File: src/rtl/alu_pkg.sv
// rtl/alu_pkg.sv - shared opcodes, state encoding, result entry and golden ALU model
package alu_pkg;

    localparam logic [1:0] ALU_ADD = 2'b00;
    localparam logic [1:0] ALU_SUB = 2'b01;
    localparam logic [1:0] ALU_AND = 2'b10;
    localparam logic [1:0] ALU_OR  = 2'b11;

    typedef enum logic {
        IDLE = 1'b0,
        WAIT = 1'b1
    } state_t;

    typedef struct packed {
        logic [2:0] y;
        logic [1:0] op;
        logic       err;
    } res_entry_t;

    // Reference result for the 2-bit ALU; subtraction wraps modulo 8.
    function automatic logic [2:0] alu_expected(input logic [1:0] a,
                                                input logic [1:0] b,
                                                input logic [1:0] op);
        logic [2:0] r;
        case (op)
            ALU_ADD: r = {1'b0, a} + {1'b0, b};
            ALU_SUB: r = {1'b0, a} - {1'b0, b};
            ALU_AND: r = {1'b0, a & b};
            default: r = {1'b0, a | b};
        endcase
        return r;
    endfunction

endpackage

File: src/rtl/alu_result_fifo.sv
// rtl/alu_result_fifo.sv - synchronous show-ahead FIFO with occupancy count
module alu_result_fifo #(
    parameter int DEPTH = 4,
    parameter int W     = 6
) (
    input  logic                       i_clk,
    input  logic                       i_rst_n,
    input  logic                       i_push,
    input  logic [W-1:0]               i_wdata,
    input  logic                       i_pop,
    output logic [W-1:0]               o_rdata,
    output logic                       o_valid,
    output logic [$clog2(DEPTH):0]     o_count
);

    localparam int AW = $clog2(DEPTH);
    localparam logic [AW:0] FULL_CNT = (AW+1)'(DEPTH);

    logic [W-1:0]  r_mem [DEPTH];
    logic [AW-1:0] r_wr;
    logic [AW-1:0] r_rd;
    logic [AW:0]   r_count;
    logic          w_do_push;
    logic          w_do_pop;

    // Pops on an empty FIFO and pushes on a full one are dropped.
    assign w_do_push = i_push && (r_count != FULL_CNT);
    assign w_do_pop  = i_pop  && (r_count != '0);

    // Head is presented combinationally; zero when nothing is buffered.
    assign o_valid = (r_count != '0);
    assign o_rdata = o_valid ? r_mem[r_rd] : '0;
    assign o_count = r_count;

    // Storage, pointers and occupancy; power-of-two depth lets pointers wrap naturally.
    always_ff @(posedge i_clk or negedge i_rst_n) begin
        if (!i_rst_n) begin
            for (int i = 0; i < DEPTH; i++) begin
                r_mem[i] <= '0;
            end
            r_wr    <= '0;
            r_rd    <= '0;
            r_count <= '0;
        end else begin
            if (w_do_push) begin
                r_mem[r_wr] <= i_wdata;
                r_wr        <= r_wr + AW'(1);
            end
            if (w_do_pop) begin
                r_rd <= r_rd + AW'(1);
            end
            case ({w_do_push, w_do_pop})
                2'b10:   r_count <= r_count + (AW+1)'(1);
                2'b01:   r_count <= r_count - (AW+1)'(1);
                default: r_count <= r_count;
            endcase
        end
    end

endmodule

File: src/rtl/alu_op_sequencer.sv
// rtl/alu_op_sequencer.sv - drives a 2-bit ALU, checks each result and queues it downstream
module alu_op_sequencer
    import alu_pkg::*;
#(
    parameter int FIFO_DEPTH    = 4,
    parameter int SETTLE_CYCLES = 1,
    parameter int CNT_W         = 8
) (
    input  logic             clk,
    input  logic             rst_n,
    input  logic             cmd_valid,
    output logic             cmd_ready,
    input  logic [1:0]       cmd_a,
    input  logic [1:0]       cmd_b,
    input  logic [1:0]       cmd_op,
    output logic [1:0]       alu_a,
    output logic [1:0]       alu_b,
    output logic [1:0]       alu_op,
    input  logic [2:0]       alu_y,
    output logic             res_valid,
    input  logic             res_ready,
    output logic [2:0]       res_y,
    output logic [1:0]       res_op,
    output logic             res_err,
    output logic             err_sticky,
    output logic             busy,
    output logic [CNT_W-1:0] op_count
);

    localparam int CW = (SETTLE_CYCLES > 1) ? $clog2(SETTLE_CYCLES) : 1;
    localparam logic [CW-1:0] SETTLE_LOAD = CW'(SETTLE_CYCLES - 1);
    localparam int FW = $clog2(FIFO_DEPTH);
    localparam logic [FW:0] FIFO_FULL = (FW+1)'(FIFO_DEPTH);

    state_t           r_state;
    state_t           w_next;
    logic [CW-1:0]    r_settle;
    logic [1:0]       r_a;
    logic [1:0]       r_b;
    logic [1:0]       r_op;
    logic [2:0]       r_exp;
    logic             r_sticky;
    logic [CNT_W-1:0] r_count;
    logic             w_cmd_ready;
    logic             w_busy;
    logic             w_accept;
    logic             w_done;
    logic [FW:0]      w_fifo_count;
    res_entry_t       w_push_entry;
    res_entry_t       w_head;

    assign w_accept = cmd_valid && w_cmd_ready;
    assign w_done   = (r_state == WAIT) && (r_settle == '0);

    // State register.
    always_ff @(posedge clk or negedge rst_n) begin
        if (!rst_n) begin
            r_state <= IDLE;
        end else begin
            r_state <= w_next;
        end
    end

    // Next state and handshake outputs; ready is held low while reset is asserted.
    always_comb begin
        w_next      = r_state;
        w_cmd_ready = 1'b0;
        w_busy      = 1'b0;
        case (r_state)
            IDLE: begin
                w_cmd_ready = rst_n && (w_fifo_count < FIFO_FULL);
                if (cmd_valid && w_cmd_ready) begin
                    w_next = WAIT;
                end
            end
            WAIT: begin
                w_busy = 1'b1;
                if (r_settle == '0) begin
                    w_next = IDLE;
                end
            end
            default: w_next = IDLE;
        endcase
    end

    // Operand/opcode registers and golden result latch on accept; settle countdown in WAIT.
    always_ff @(posedge clk or negedge rst_n) begin
        if (!rst_n) begin
            r_a      <= '0;
            r_b      <= '0;
            r_op     <= '0;
            r_exp    <= '0;
            r_settle <= '0;
        end else if (w_accept) begin
            r_a      <= cmd_a;
            r_b      <= cmd_b;
            r_op     <= cmd_op;
            r_exp    <= alu_expected(cmd_a, cmd_b, cmd_op);
            r_settle <= SETTLE_LOAD;
        end else if ((r_state == WAIT) && (r_settle != '0)) begin
            r_settle <= r_settle - CW'(1);
        end
    end

    // Completion bookkeeping: sticky mismatch flag and wrapping operation counter.
    always_ff @(posedge clk or negedge rst_n) begin
        if (!rst_n) begin
            r_sticky <= 1'b0;
            r_count  <= '0;
        end else if (w_done) begin
            r_count <= r_count + CNT_W'(1);
            if (w_push_entry.err) begin
                r_sticky <= 1'b1;
            end
        end
    end

    assign w_push_entry = '{y: alu_y, op: r_op, err: (alu_y != r_exp)};

    alu_result_fifo #(
        .DEPTH (FIFO_DEPTH),
        .W     ($bits(res_entry_t))
    ) u_fifo (
        .i_clk   (clk),
        .i_rst_n (rst_n),
        .i_push  (w_done),
        .i_wdata (w_push_entry),
        .i_pop   (res_ready),
        .o_rdata (w_head),
        .o_valid (res_valid),
        .o_count (w_fifo_count)
    );

    assign cmd_ready  = w_cmd_ready;
    assign busy       = w_busy;
    assign alu_a      = r_a;
    assign alu_b      = r_b;
    assign alu_op     = r_op;
    assign res_y      = w_head.y;
    assign res_op     = w_head.op;
    assign res_err    = w_head.err;
    assign err_sticky = r_sticky;
    assign op_count   = r_count;

endmodule

File: config.mk
export PLATFORM = sky130hd
export DESIGN_NAME = alu_op_sequencer
export DESIGN_NICKNAME = d
export VERILOG_FILES = /design/src/rtl/alu_pkg.sv /design/src/rtl/alu_result_fifo.sv /design/src/rtl/alu_op_sequencer.sv
export SDC_FILE = /design/constraint.sdc
export NUM_CORES = 1
export LEC_CHECK = 0
export CAP_MARGIN = 20
export CORE_UTILIZATION = 25
export CTS_CLUSTER_SIZE = 12
export DETAILED_ROUTE_END_ITERATION = 10
export SYNTH_ARGS = -nofsm -noshare
export SYNTH_HDL_FRONTEND = slang
export SYNTH_SLANG_ARGS = --single-unit
File: constraint.sdc
create_clock -name clk -period 2.4 [get_ports clk]
set_input_delay 0.6 -clock clk [delete_from_list [all_inputs] [get_ports clk]]
set_output_delay 0.6 -clock clk [all_outputs]
set_load 0.01 [all_outputs]
* Word-level counts from Yosys, hierarchy flattened
Cells that the tools add are included.
** Storage, ports and cells
- Bits in registers :: 51
- Input bits :: 13
** Cells by class
- $add $sub $neg :: 8
- $lt $le $gt $ge :: 4
- Equality and inequality tests :: 6
- Multiplexer cells :: 16
- Bitwise operators :: 6
- Reductions and logical operators :: 13
** Operator list (count)
- bitwise mux 24 bit :: 1
- 2-to-1 mux 6 bit :: 4
- binary-select mux 6 bit (select 2 bit) :: 1
- demux 6 bit (select 2 bit) :: 1
- one-hot mux 3 bit (3 select lines) :: 1
- adder 8 x 1 -> 8 bit (second input constant) :: 1
- logical AND 1 bit :: 8
- >= comparator 3 bit (second input constant) :: 2
- 2-to-1 mux 1 bit :: 6
- inverter 2 -> 3 bit :: 2
- one-hot mux 3 bit (2 select lines) :: 1
- adder 2 x 1 -> 2 bit (second input constant) :: 2
- == test 2 x 1 -> 1 bit (second input constant) :: 2
- == test 2 bit (second input constant) :: 2
- nonzero test 2 bit :: 2
- adder 2 x 2 -> 3 bit :: 1
- adder 3 x 1 -> 3 bit (second input constant) :: 1
- < comparator 3 x 1 -> 1 bit (second input constant) :: 1
- < comparator 3 bit (second input constant) :: 1
- inequality test 3 bit :: 1
- inequality test 3 bit (second input constant) :: 1
- nonzero test 3 bit :: 1
- subtractor 2 x 2 -> 3 bit :: 1
- subtractor 3 x 1 -> 3 bit (second input constant) :: 1
- 7 further kinds :: 8

* Logic depth before layout (Yosys ltp)
- Word-level depth :: 6
- Gate-level depth with buffers :: 10

* Modules after synthesis
Synthesis repeated with hierarchy kept, for this count alone.
** Unflattened totals
- Cell total of the unflattened synthesis :: 186
- Area, all modules :: 2508.7 um^2
** Modules (own cells, without submodules)
- alu_result_fifo :: times used 1, cells each 103, area an instance 1480.2 um^2, seq. area each 775.7 um^2
- alu_op_sequencer :: times used 1, cells each 83, area an instance 1028.5 um^2, seq. area each 500.5 um^2

* Least setup slack after synthesis
Ideal clock, no wire load.
- Path type :: register to register
- From :: reg u_fifo.r_count[2] (netlist: u_fifo.o_count[2])
- To :: reg u_fifo.r_count[1] (netlist: u_fifo.o_count[1])
- Setup time :: 0.083 ns
- Arrival :: 2.052 ns
- Data required time :: 2.317 ns
- Setup slack :: 0.265 ns
- Stages on the path, launching flop included :: 8
- Path buffers :: 1
- Cells stage by stage :: dfrtp_1 > or3_2 > clkbuf_1 > and2_1 > ha_1 > inv_1 > fa_1 > o21ai_0
** On the way
- Longest elaborated chain between the ends :: 4
- Elaborated cells between the ends (all ways) :: 8
** RTL lines
- start, declared :: line alu_result_fifo.sv:22 : logic [AW:0] r_count;
- start signal, assigned :: line alu_result_fifo.sv:53 : 2'b10: r_count <= r_count + (AW+1)'(1);
- start signal, assigned :: line alu_result_fifo.sv:54 : 2'b01: r_count <= r_count - (AW+1)'(1);
- start signal, assigned :: line alu_result_fifo.sv:55 : default: r_count <= r_count;
- nonzero test 3 bit *
- via res_valid :: line alu_op_sequencer.sv:20 : output logic res_valid,
- logical AND 1 bit * :: line alu_result_fifo.sv:28 : assign w_do_pop = i_pop && (r_count != '0);
- via u_fifo.w_do_pop :: line alu_result_fifo.sv:24 : logic w_do_pop;
- == test 2 x 1 -> 1 bit or == test 2 bit (tied branches) :: line alu_result_fifo.sv:52 : case ({w_do_push, w_do_pop})
- one-hot mux 3 bit (2 select lines) or nonzero test 2 bit (tied branches)
Mark *: on every way through the listed nets, which the timed path passes. The rest lies on a longest branch.
A chain may end at the register's enable or synchronous reset.

* Worst setup path in the final report
- From :: reg u_fifo.r_rd[0]
- To :: out res_y[0]
** On the way
- Longest elaborated chain between the ends :: 5
** RTL lines
- start, declared :: line alu_result_fifo.sv:21 : logic [AW-1:0] r_rd;
- start signal, assigned :: line alu_result_fifo.sv:50 : r_rd <= r_rd + AW'(1);
- inverter 2 -> 3 bit (implied by the code) :: line alu_result_fifo.sv:32 : assign o_rdata = o_valid ? r_mem[r_rd] : '0;
- binary-select mux 6 bit (select 2 bit) :: line alu_result_fifo.sv:32
- 2-to-1 mux 6 bit (implied by the code) (2 in series) :: line alu_result_fifo.sv:32
- 2-to-1 mux 6 bit :: line alu_result_fifo.sv:32
- end, declared :: line alu_op_sequencer.sv:22 : output logic [2:0] res_y,
No other way between the ends. The select of a mux whose other input is x is not followed.

==> qor.log <==
qor: place.dpl.cell_count 356
qor: timing.final-max-slew-violation-count 0
qor: detailed_routing.vias 1519
qor: place.hpwlAfterDp 3.53 mm
qor: critical_path.crit_required 1.80 ns
qor: detailed_routing.routedWlPerCell 13.4 um
qor: place.port_buffer_cells 36
qor: grt.grt_total_ovfl 0
qor: grt.grt_pass1_wl 8.41 mm
qor: hold_path.min_path_type input pin to async pin
qor: timing.setup-tns-final 0 ns
qor: cts.cts-htree-levels 2
qor: layout.design.final.nets 257
qor: detailed_routing.post-route-drc-count 0
qor: critical_path.arrival 1.71 ns
qor: critical_path.r2r-start u_fifo.o_count[2]
qor: layout.antenna-diode-count 0
qor: timing.report.final.hold_viol_count 0
qor: layout.multi_input_comb_area 1210 sq um
qor: cts.clkTransAtPathRegs 0.10 ns
qor: grt.antenna_found_initial 0
qor: layout.finish.instance_area 3260 sq um
qor: floorplan.die_height 104 um
qor: timing.rsz0062_at_grt false
qor: synthesis.synth.distinct_cells 37
qor: power_and_ir_drop.totalPowerFinal 3.76 mW
qor: timing.skew 0.0124 ns
qor: floorplan.fp.dieArea 10900 sq um
qor: place.final_weighted_congestion_in_routability_driven_placement 0.683
qor: floorplan.die_w 104 um
qor: layout.synthToLayoutAreaGrowth 25.0%
qor: synthesis.synth_warnings 0
qor: timing.worst_slew_pin_slew 0.654 ns
qor: cts.cts.sink_count 51
qor: timing.fin_crit 2.31 ns
qor: layout.post_route_cells_drive_above_1_share 28.8%
qor: critical_path.reg2reg_depth 10
qor: layout.regArea 1280 sq um
qor: place.postPlaceCellArea 3120 sq um
qor: detailed_routing.drtPass1Iterations 4
qor: detailed_routing.drt-initial-drc-count 37
qor: timing.period_share 96.4%
qor: timing.achievable-frequency 432 MHz
qor: detailed_routing.viasPerCell 4.15
qor: critical_path.crit_path_end_kind primary output
qor: cts.clock_insertion_delay_worst_skew 0.31 ns
qor: grt.grt_usage 9.82%
qor: critical_path.critical_path.startpoint_type flop
qor: run.max_cap_viol_count 0
qor: synthesis.synth-seq-area-share 48.9%
qor: synthesis.mapped_cells 189
qor: grt.pin_count_of_the_biggest_net_entering_global_routing 52
qor: layout.n_fill_cell 994
qor: grt.via_count_of_the_first_global_routing_pass 1578
qor: synthesis.yosys_register_bits 51
qor: status.run_status finished clean
qor: floorplan.rows 36
qor: synthesis.synthesis.area 2610 sq um
qor: synthesis.avgSynthCellArea 13.8 sq um
qor: critical_path.critical_path_peak_fanout 3
qor: floorplan.initial_core_util 26.2%
qor: critical_path.worst-setup-path-type flop to primary output
qor: cts.tritoncts built
qor: critical_path.timing.rr.end u_fifo.o_count[2]
qor: cts.numCtsBuffers 5
qor: timing.relSlewSlack 56.4%
qor: cts.cts_hold_buffers 0
qor: detailed_routing.totalWireLength 4.91 mm
qor: cts.clock-root-buffer sky130_fd_sc_hd__clkbuf_8
qor: power_and_ir_drop.p_leak 1.43 nW
qor: timing.fin_worst_hold_slack 0.475 ns
qor: critical_path.worst_case_register_to_register_setup_slack 0.16 ns
qor: timing.setup_violations 0
qor: floorplan.pin_count 37
qor: place.preCtsSetupSlack -0.165 ns
qor: layout.final_cells 366
qor: detailed_routing.route.antenna.remaining_nets 0
qor: power_and_ir_drop.power-per-cell-area 1150 nW/um^2
qor: synthesis.synthesis.nets 214
qor: floorplan.placeableCoreArea 9950 sq um
qor: layout.final_util 32.8%
qor: timing.timing.final.ws_setup 0.0861 ns
qor: power_and_ir_drop.worst_ir_drop_vdd 396 uV
qor: cts.largest_buffer_count_on_any_clock_path 2
-- layout make-up --
class / count / area share [%]
Sequential cell: 51 / 39.1
Multi-Input combinational cell: 115 / 37.1
Timing Repair Buffer: 48 / 13.8
Tap cell: 133 / 5.10
Clock buffer: 5 / 2.11
Clock inverter: 3 / 1.42
Inverter: 11 / 1.27
-- sequential cells by signal, summed over array words and instances, names as in the netlist --
name	flops
alu_a	2
alu_b	2
alu_op	2
err_sticky	1
op_count	8
r_exp	3
r_settle	1
r_state	1
u_fifo.o_count	3
u_fifo.r_mem	24
u_fifo.r_rd	2
u_fifo.r_wr	2
-- worst max-delay path, stage by stage (launching register included) --
cell and delay (ns):
sky130_fd_sc_hd__dfrtp_2 0.41, sky130_fd_sc_hd__buf_6 0.12, sky130_fd_sc_hd__mux4_2 0.48, sky130_fd_sc_hd__and2_1 0.16
sky130_fd_sc_hd__clkdlybuf4s15_1 0.23
-- cell families after synthesis --
kind of cell / share of synthesized area (%)
flops: 48.9
mux: 22.8
simple gates: 9.30
buf+inv: 4.89
xor+xnor: 5.37
fa+ha+maj: 6.71
compound gates: 2.11
-- per-layer routing --
layer / vias up / global-route usage [%] / routed length (um)
met5: - / 0 / 0
met4: 0 / 2.76 / 30
met3: 5 / 2.51 / 186
met2: 28 / 15.0 / 2250
met1: 753 / 13.7 / 2450
li1: 733 / - / -
-- how the worst max path moves through the flow --
stage / end / cells past startpoint / start
finish: res_y[0] / 4 / u_fifo.r_rd[0]
detailed placement: r_exp[2] / 8 / cmd_b[0]
global route: res_y[1] / 4 / u_fifo.r_rd[0]
CTS: res_op[1] / 4 / u_fifo.r_rd[0]
global placement: r_exp[2] / 8 / cmd_b[0]
floorplan: u_fifo.o_count[1] / 7 / u_fifo.o_count[2]
-- synth_stat cells --
cell                        n  area [sq um]
sky130_fd_sc_hd__and3_1     3          18.8
sky130_fd_sc_hd__o211ai_1   1          7.51
sky130_fd_sc_hd__or3b_4     1          11.3
sky130_fd_sc_hd__a21o_1     2          15.0
sky130_fd_sc_hd__or3_2      1          7.51
sky130_fd_sc_hd__nand4_1    3          18.8
sky130_fd_sc_hd__nor2_1     3          11.3
sky130_fd_sc_hd__buf_4      2          15.0
sky130_fd_sc_hd__mux4_2     6           135
sky130_fd_sc_hd__or3_1      1          6.26
sky130_fd_sc_hd__nand2b_1   2          12.5
sky130_fd_sc_hd__mux2i_1    2          20.0
sky130_fd_sc_hd__and4b_1    1          10.0
sky130_fd_sc_hd__ha_1      10           125
sky130_fd_sc_hd__buf_6      4          45.0
sky130_fd_sc_hd__dfrtp_1   51          1280
sky130_fd_sc_hd__maj3_1     1          10.0
sky130_fd_sc_hd__nand3_1    4          20.0
sky130_fd_sc_hd__xor2_1     4          35.0
sky130_fd_sc_hd__mux2_4    24           360
sky130_fd_sc_hd__mux2_2     7          78.8
sky130_fd_sc_hd__clkbuf_1   3          11.3
sky130_fd_sc_hd__and2_2     1          7.51
sky130_fd_sc_hd__buf_2      3          15.0
sky130_fd_sc_hd__o22ai_1    1          6.26
sky130_fd_sc_hd__o21ai_0    3          15.0
sky130_fd_sc_hd__and3_4     2          22.5
sky130_fd_sc_hd__xnor2_1   12           105
sky130_fd_sc_hd__and2_1     7          43.8
sky130_fd_sc_hd__fa_1       2          40.0
sky130_fd_sc_hd__and4bb_2   1          12.5
sky130_fd_sc_hd__nor2b_1    1          6.26
sky130_fd_sc_hd__a31oi_1    1          6.26
sky130_fd_sc_hd__nand2_1    5          18.8
sky130_fd_sc_hd__nor3b_1    2          15.0
sky130_fd_sc_hd__inv_1     11          41.3
sky130_fd_sc_hd__a21oi_1    1          5.00
-- cell usage in the layout (no fill, tap or decap), types with 2 or more instances in the layout --
| cell type | count |
|---|---|
| sky130_fd_sc_hd__nor2_1 | 3 |
| sky130_fd_sc_hd__xor2_1 | 4 |
| sky130_fd_sc_hd__and3_4 | 2 |
| sky130_fd_sc_hd__and2_1 | 7 |
| sky130_fd_sc_hd__a21o_1 | 2 |
| sky130_fd_sc_hd__clkdlybuf4s50_1 | 29 |
| sky130_fd_sc_hd__ha_1 | 10 |
| sky130_fd_sc_hd__clkbuf_8 | 5 |
| sky130_fd_sc_hd__nand3_1 | 4 |
| sky130_fd_sc_hd__and3_1 | 3 |
| sky130_fd_sc_hd__buf_4 | 10 |
| sky130_fd_sc_hd__nand2b_1 | 2 |
| sky130_fd_sc_hd__inv_1 | 11 |
| sky130_fd_sc_hd__nand4_1 | 3 |
| sky130_fd_sc_hd__dfrtp_1 | 50 |
| sky130_fd_sc_hd__mux2_4 | 24 |
| sky130_fd_sc_hd__mux2_2 | 7 |
| sky130_fd_sc_hd__nand2_1 | 5 |
| sky130_fd_sc_hd__xnor2_1 | 12 |
| sky130_fd_sc_hd__mux4_2 | 6 |
| sky130_fd_sc_hd__o21ai_0 | 3 |
| sky130_fd_sc_hd__mux2i_1 | 2 |
| sky130_fd_sc_hd__nor3b_1 | 2 |
| sky130_fd_sc_hd__clkbuf_2 | 2 |
| sky130_fd_sc_hd__clkdlybuf4s15_1 | 4 |
| sky130_fd_sc_hd__fa_1 | 2 |
-- what timing repair did --
item / 4_1_cts / 5_1_grt
cloned: 0 / 0
setup buffers: 2 / 0
resized for setup: 9 / 8
pin swaps: 0 / 0
setup endpoints to repair: 7 / 6
-- power breakdown --
group          switching (mW)  total [mW]  internal (mW)
sequential              0.286        1.51           1.22
combinational           0.598        1.64           1.05
clock                   0.301       0.615          0.314
Power figures use the tool's default switching activity.
